`src/rtl/acc_diff_decoder_pkg.sv`:
```
// Shared constants, widths and state encoding for the accumulator
// integrator/differentiator pair. The integrator imports this same package,
// so the step weight and the widths match on both sides.
package acc_diff_decoder_pkg;

  // Per-count weight applied by the integrator, and the largest legal count.
  localparam int STEP_DEFAULT = 25;
  localparam int MAXQ_DEFAULT = 15;

  // Accumulator width, signed difference width, recovered count width.
  localparam int Y_W = 13;
  localparam int D_W = Y_W + 1;
  localparam int Q_W = 4;

  // One quotient bit per divider iteration.
  localparam int DIV_STEPS = Q_W;
  localparam int CNT_W     = $clog2(DIV_STEPS);

  // Decoder control states.
  typedef enum logic [1:0] {
    IDLE = 2'd0,
    DIV  = 2'd1,
    HOLD = 2'd2
  } dec_state_e;

  // Difference between consecutive accumulator values. A value flagged as the
  // first after a clear is taken as-is. Both operands are zero-extended, so
  // an upstream 13-bit wrap shows up as a negative difference.
  function automatic logic signed [D_W-1:0] acc_delta(
    input logic [Y_W-1:0] y,
    input logic [Y_W-1:0] prev,
    input logic           first
  );
    logic signed [D_W-1:0] y_s;
    logic signed [D_W-1:0] p_s;
    y_s = $signed({1'b0, y});
    p_s = $signed({1'b0, prev});
    return first ? y_s : (y_s - p_s);
  endfunction

  // A difference is only decodable if it lies in [0, limit].
  function automatic logic delta_out_of_range(
    input logic signed [D_W-1:0] delta,
    input logic signed [D_W-1:0] limit
  );
    return (delta < 0) || (delta > limit);
  endfunction

endpackage

```
`src/rtl/acc_diff_decoder_div.sv`:
```
// div_step_seq: sequential restoring divider of a non-negative dividend by
// the constant STEP. One quotient bit per cycle, MSB first, trial divisors
// STEP<<(DIV_STEPS-1) down to STEP<<0. 'done' pulses for one cycle after the
// last iteration; quotient and remainder stay valid until the next start.
module div_step_seq
  import acc_diff_decoder_pkg::*;
#(
  parameter int STEP = STEP_DEFAULT
) (
  input  logic           clock,
  input  logic           reset,
  input  logic           start,
  input  logic [D_W-1:0] dividend,
  output logic [Q_W-1:0] quotient,
  output logic [D_W-1:0] remainder,
  output logic           done
);

  localparam logic [D_W-1:0]   STEP_W   = D_W'(STEP);
  localparam logic [CNT_W-1:0] LAST_CNT = CNT_W'(DIV_STEPS - 1);

  logic             busy;
  logic [CNT_W-1:0] step_cnt;
  logic [CNT_W-1:0] bit_idx;
  logic [D_W-1:0]   trial;

  // Trial divisor for the quotient bit being resolved this cycle.
  always_comb begin
    bit_idx = LAST_CNT - step_cnt;
    trial   = STEP_W << bit_idx;
  end

  // Load on start, then subtract-if-fits once per cycle for DIV_STEPS cycles.
  // NOTE: state is updated with non-blocking assignments so every register
  // samples the pre-edge values of the others, exactly like the hardware.
  always_ff @(posedge clock or negedge reset) begin
    if (!reset) begin
      busy      <= 1'b0;
      done      <= 1'b0;
      step_cnt  <= '0;
      quotient  <= '0;
      remainder <= '0;
    end else begin
      done <= 1'b0;
      if (start) begin
        busy      <= 1'b1;
        step_cnt  <= '0;
        quotient  <= '0;
        remainder <= dividend;
      end else if (busy) begin
        if (remainder >= trial) begin
          remainder         <= remainder - trial;
          quotient[bit_idx] <= 1'b1;
        end
        step_cnt <= step_cnt + 1'b1;
        if (step_cnt == LAST_CNT) begin
          busy <= 1'b0;
          done <= 1'b1;
        end
      end
    end
  end

endmodule

```
`src/rtl/acc_diff_decoder.sv`:
```
// acc_diff_decoder: recovers the per-sample count X from a running
// accumulator (y = sum of STEP*X). Each accepted sample is differenced
// against the previous one and divided by STEP; the result is held with a
// valid/ready handshake until the consumer takes it. Non-multiples of STEP,
// negative differences and counts above MAXQ are reported through x_err.
module acc_diff_decoder
  import acc_diff_decoder_pkg::*;
#(
  parameter int STEP = STEP_DEFAULT,
  parameter int MAXQ = MAXQ_DEFAULT
) (
  input  logic           clock,
  input  logic           reset,
  input  logic [Y_W-1:0] y_in,
  input  logic           y_start,
  input  logic           y_valid,
  output logic           y_ready,
  output logic [Q_W-1:0] x_out,
  output logic           x_err,
  output logic           x_valid,
  input  logic           x_ready
);

  localparam logic signed [D_W-1:0] LIMIT = D_W'(STEP * MAXQ);

  dec_state_e            state;
  logic [Y_W-1:0]        prev;
  logic                  range_err;
  logic signed [D_W-1:0] delta;
  logic                  accept;
  logic [Q_W-1:0]        div_quotient;
  logic [D_W-1:0]        div_remainder;
  logic                  div_done;
  logic                  result_err;

  // Input is taken only while idle; y_valid in any other state is ignored.
  assign y_ready = (state == IDLE);
  assign accept  = y_valid && y_ready;

  // Difference of this sample against the last accepted one.
  // NOTE: every always_comb output gets a value on every path, otherwise
  // synthesis infers a latch to remember the old value.
  always_comb begin
    delta      = acc_delta(y_in, prev, y_start);
    result_err = range_err || (div_remainder != '0);
  end

  div_step_seq #(
    .STEP (STEP)
  ) u_div (
    .clock     (clock),
    .reset     (reset),
    .start     (accept),
    .dividend  (delta),
    .quotient  (div_quotient),
    .remainder (div_remainder),
    .done      (div_done)
  );

  // Control FSM with registered result outputs.
  always_ff @(posedge clock or negedge reset) begin
    if (!reset) begin
      state     <= IDLE;
      prev      <= '0;
      range_err <= 1'b0;
      x_out     <= '0;
      x_err     <= 1'b0;
      x_valid   <= 1'b0;
    end else begin
      case (state)
        IDLE: begin
          if (y_valid) begin
            prev      <= y_in;
            range_err <= delta_out_of_range(delta, LIMIT);
            state     <= DIV;
          end
        end
        DIV: begin
          if (div_done) begin
            x_err   <= result_err;
            x_out   <= result_err ? '0 : div_quotient;
            x_valid <= 1'b1;
            state   <= HOLD;
          end
        end
        HOLD: begin
          if (x_ready) begin
            x_valid <= 1'b0;
            state   <= IDLE;
          end
        end
        default: state <= IDLE;
      endcase
    end
  end

endmodule

```
`config.mk`:
```
export PLATFORM = sky130hd
export DESIGN_NAME = acc_diff_decoder
export DESIGN_NICKNAME = d
export VERILOG_FILES = /design/src/rtl/acc_diff_decoder_pkg.sv /design/src/rtl/acc_diff_decoder_div.sv /design/src/rtl/acc_diff_decoder.sv
export SDC_FILE = /design/constraint.sdc
export NUM_CORES = 1
export LEC_CHECK = 0
export CORE_MARGIN = 2
export CORE_UTILIZATION = 35
export DETAILED_ROUTE_END_ITERATION = 7
export SYNTH_ARGS = -nofsm -noshare
export SYNTH_HDL_FRONTEND = slang
export SYNTH_HIERARCHICAL = 1
export SYNTH_SLANG_ARGS = --single-unit
```
`constraint.sdc`:
```
create_clock -name clock -period 3.7 [get_ports clock]
set_input_delay 0.74 -clock clock [delete_from_list [all_inputs] [get_ports clock]]
set_output_delay 0.74 -clock clock [all_outputs]
set_load 0.01 [all_outputs]
```
; Word level (Yosys, flattened, before mapping)
; Index checks and enable logic that the tools add are counted.
[word_totals]
in_bits = 18
wordCells = 67
reg_bits = 44
[classes]
bitwise = 1
order_cmp = 5
reduce_logical = 14
mux = 25
shifts = 1
eq_ne = 6
addsub = 4
[op_table]
columns = operator, n
row1 = 14-bit 2-to-1 mux, 4
row2 = 4-bit 2-to-1 mux, 4
row3 = 14-bit >= comparator, 1
row4 = "14-bit by 10-bit > comparator with 1-bit output, second input constant", 1
row5 = "14-bit by 1-bit less-than comparator with 1-bit output, second input constant", 1
row6 = 14-bit nonzero test, 1
row7 = "5-bit by 2-bit left shift with 14-bit output, first input constant", 1
row8 = 13-bit by 13-bit subtractor with 14-bit output, 1
row9 = 14-bit subtractor, 1
row10 = 2-bit 2-to-1 mux, 5
row11 = 1-bit 2-to-1 mux, 9
row12 = 2-bit one-hot mux with 3 select lines, 1
row13 = 2-bit AND reduction, 3
row14 = 3-bit AND reduction, 2
row15 = 2-bit nonzero test, 3
row16 = "2-bit equality test, second input constant", 2
row17 = "2-bit inequality test, second input constant", 2
row18 = 4-bit OR, 1
row19 = "2-bit by 3-bit less-than comparator with 1-bit output, second input constant", 1
row20 = "2-bit by 1-bit adder with 2-bit output, second input constant", 1
row21 = 1-bit demux with 2-bit select, 1
row22 = "2-bit by 1-bit equality test with 1-bit output, second input constant", 1
row23 = "2-bit by 1-bit >= comparator with 1-bit output, second input constant", 1
row24 = 1-bit logical AND, 2
row25 = 5 further kinds, 6

; Logic depth before layout (Yosys ltp)
[depth]
word_depth = 9
depth_mapped = 14

; Hierarchy
; The synthesis kept the hierarchy.
[by_module_without_submodules]
columns = mod, area_per_inst_um2, instances, cells_per_inst
row1 = acc_diff_decoder, 1685.4, 1, 203
row2 = div_step_seq, 1544.0, 1, 173

; Worst setup path before layout
; No wires, ideal clock.
[synth_path]
path_kind = in2reg
startpoint = input port y_in[0]
endpoint = register range_err
required_time_ps = 3570
path_slack_ps = 579
stages = 12
arrival_ps = 2992
path_buffers = 0
cell_sequence = inv_1 ha_1 inv_1 fa_1 a211oi_2 o21ai_1 and3_4 nor4_4 o31ai_2 or4b_1 a211oi_1 a31oi_1
[synth_via]
elab_chain_cells = 4
word_cells_on_any_way = 5
[synth_rtl]
columns = item, line
row1 = "start, declared", acc_diff_decoder.sv:14  ; input logic [Y_W-1:0] y_in,
row2 = 13-bit by 13-bit subtractor with 14-bit output (*), acc_diff_decoder_pkg.sv:38  ; return first ? y_s : (y_s - p_s);
row3 = 14-bit 2-to-1 mux (*), acc_diff_decoder_pkg.sv:38
row4 = named net delta[12], acc_diff_decoder.sv:29  ; logic signed [D_W-1:0] delta;
row5 = 14-bit by 1-bit less-than comparator with 1-bit output / 14-bit by 10-bit > comparator with 1-bit output (equally long branches), acc_diff_decoder_pkg.sv:46  ; return (delta < 0) || (delta > limit);
row6 = 1-bit logical OR (*), acc_diff_decoder_pkg.sv:46
row7 = "end signal, assigned", acc_diff_decoder.sv:74  ; range_err <= delta_out_of_range(delta, LIMIT);
row8 = "end, declared", acc_diff_decoder.sv:28  ; logic range_err;
; The timed path passes the listed nets; every way through them passes the cells marked *.
; A chain may end at the register's enable or synchronous reset.

; Worst setup path after layout
; Ends and elaborated chain as after synthesis.

==> results.md <==
- Area Growth Syn to Fin: 15.1%
- Fraction of layout cells with a size suffix above 1: just over 8%
- DP Area: approximately 0.0036 mm²
- Critical path type: input port to register
- Largest family of logic cells by synthesized area: compound AO/OA/AOI/OAI gates
- Setup Buffers After CTS: 0
- Slowest cell on crit path: or4b_1
- # Max-Cap Violations: 0
- CP Buf/Inv Count: 3
- Leakage power: 1.63 nW
- Final WL: 7500 µm
- Total design power: about 3.5 mW
- Critical Path AT: about 3.6 ns
- Commonest cells after routing, fill and taps aside: dfrtp_1, nand2_1, inv_1
- Peak supply drop: between 0.2 and 0.3 mV
- Slew HR: between 30% and 40%
- Synth Area in Adders: between 10% and 20%
- Die height: between 100 and 150 µm
- Detail Placement HPWL: between 5000 and 6000 µm
- Mean area per synthesized cell: approximately 8.6 µm²
- Port Buffers: 24
- Crit end category: register
- Library cells used by synthesis: 63
- DRT iter0 DRCs: approximately 120
- CP Launch Type: input port
- Number of nets in the layout: 447
- CORE AREA: a little over 0.009 mm²
- Seq/Total Area, Yosys: approximately 34%
- Slowest stage delay, CP: 0.52 ns
- Initial antenna violation count: 0
- Simple-gate area share of the yosys netlist: approximately a fifth
- Asr flop ratio synth: 100%
- Drt via density: between 5 and 6
- Cts repair resizes: 0
- Vias in the first global route: 2628
- Main synth FF type: dfrtp_1
- DRC Markers: 0
- Routed Antenna Nets: 0
- Vias: ~2700
- Compound-Gate Fraction of Synth Area: 23.1%
- Clock skew: approximately 0.013 ns
- Root buf cell: clkbuf_8
- Post-synth EDFFs: 0
- # IOs: 25
- Floorplan die width: 100 µm
- RSZ-0062 raised after global routing: no
- Pin count of the biggest net entering global routing: 45
- WP data required: 3.90 ns
- H-tree Lvls: 2
- Final setup violation count: 0
- Status: finished, final reports clean
- FILL cells: slightly above 900
- Wire per inst: about 15 µm
- Cts hold-fix bufs: 0
- First-pass GRT wire length: between 10000 and 15000 µm
- Total gr overflow: 0
- Synthesized area: ~0.0032 mm²
- Final hold viol count: 0
- Rows: 35
- Worst path most repeated cell: inv_1
- Die area: 0.0100 mm²
- Final min period: ~3.4 ns
- Period utilisation layout: between 90% and 100%
- Xor and xnor fraction of the mapped netlist area: slightly below 3%
- Clk Latency, worst-skew pair: between 0.3 and 0.4 ns
- CP top delay family: simple AND/OR/NAND/NOR gates
- Max Slew Vio Count: 0
- Post-synthesis mux area share: 2.29%
- Setup TNS: 0 ns
- Reg clk slew, reported paths: ~0.090 ns
- Antenna fix cells: 0
- HP Class: register to register
- Initial DRT Pass Iterations: 4
- Design area: 0.00372 mm²
- Number of CTS-inserted buffers: 5
- Power per cell area: 941 mW/mm²
- Synth Warn #: 6
- Most common cell after layout, fill and taps aside: dfrtp_1
- Tightest Pin Transition: just over 1 ns
- Synth top area cells: dfrtp_1, ha_1, o21ai_0
- Gp weighted congestion: 0.958
- Clk sinks: 44
- F_max: about 0.3 GHz
- CP Max Fanout: 3
- Initial Util: a little over a third
- Cell Chain, Critical Path: clkdlybuf4s50_1 -> inv_1 -> ha_1 -> inv_1 -> fa_1 -> a211oi_2 -> o21ai_1 -> and3_4 -> nor4_4 -> o31ai_2 -> or4b_1 -> a211oi_1 -> a31oi_1
- FF+latch count, synth: between 40 and 50
- Synth area leader: dfrtp_1
- Max Root-Sink Buffers: 2
- Post-Syn Nets: about 420
- Synthesized instance count: 376
- CTS tree: yes
- Total track usage: 15.9%
- Share of the synthesized area in the top cell type: 34.1%
==> where the power goes <==
part           internal [mW]  switching, mW  total (mW)
registers              0.698          0.173       0.871
logic                  0.980           1.25        2.23
clock network          0.221          0.178       0.399
total                   1.90           1.60        3.50
==> registers in the layout, indices dropped and copies added, names as in the netlist <==
signal and flops:
prev 13, range_err 1, state 2, u_div/busy 1, u_div/done 1, u_div/quotient 4, u_div/remainder 14, u_div/step_cnt 2
x_err 1, x_out 4, x_valid 1
==> cell usage after synthesis, drive strengths merged, types with 3 or more instances <==
library cell	n
or4	3
nor3	9
a31oi	7
buf	5
o211ai	3
nor4	7
nand4	3
o21a	6
o21ai	39
ha	25
nor3b	3
a22o	9
and2	6
nand2b	7
dfrtp	44
nor2	32
a211oi	7
mux2i	4
nand2	39
inv	36
clkbuf	8
nand3	6
xnor2	9
mux2	3
a21oi	18
==> logic make-up after synthesis <==
logic type | Yosys count
flops | 44
fa+ha+maj | 27
simple gates | 126
buf+inv | 50
compound gates | 111
xor+xnor | 11
mux | 7
==> path summary, 6_finish.rpt <==
kind / startpoint / end / slack [ns] / depth (start not counted)
max: y_in[0] / range_err$_DFFE_PN0P_ / 0.30 / 13
min: u_div/quotient[3]$_DFFE_PN0P_ / u_div/quotient[3]$_DFFE_PN0P_ / 0.50 / 2
max reg2reg: u_div/step_cnt[1]$_DFFE_PN0P_ / u_div/remainder[12]$_DFFE_PN0P_ / 0.63 / 9
min reg2reg: u_div/quotient[3]$_DFFE_PN0P_ / u_div/quotient[3]$_DFFE_PN0P_ / 0.50 / 2
max in group asynchronous: reset / prev[4]$_DFFE_PN0P_ / 2.45 / 1
min in group asynchronous: reset / u_div/remainder[11]$_DFFE_PN0P_ / 0.61 / 1
==> worst min-delay path, cell delays in order, from the launching register on <==
cell	delay, ns
dfrtp_1	0.36
a21oi_1	0.04
nor2_1	0.07
==> final cells by class <==
type	count	area (µm²)	share of cell area, %
Multi-Input combinational cell	282	1920	51.7
Sequential cell	44	1100	29.6
Timing Repair Buffer	32	295	7.94
Inverter	37	139	3.74
Tap cell	111	139	3.74
Clock buffer	6	82.6	2.22
Clock inverter	2	38.8	1.04
==> through the flow <==
step	setup WS [ns]	std cells	utilization (%)	hold WS (ns)
floorplan	0.579	376	-	0.444
global placement	0.0542	506	39.5	0.480
detailed placement	0.00101	506	39.5	0.486
CTS	0.310	514	40.8	0.511
global route	0.165	514	40.8	0.532
finish	0.305	514	40.8	0.503
==> layer usage <==
metal / up-vias / track usage, % / routed length, µm
met1: 1273 / 21.8 / 3630
met3: 9 / 2.72 / 267
met2: 47 / 26.4 / 3490
met5: - / 0 / 0
met4: 0 / 4.11 / 110
li1: 1391 / - / -
Note: power is estimated with default switching activity, not from simulation.
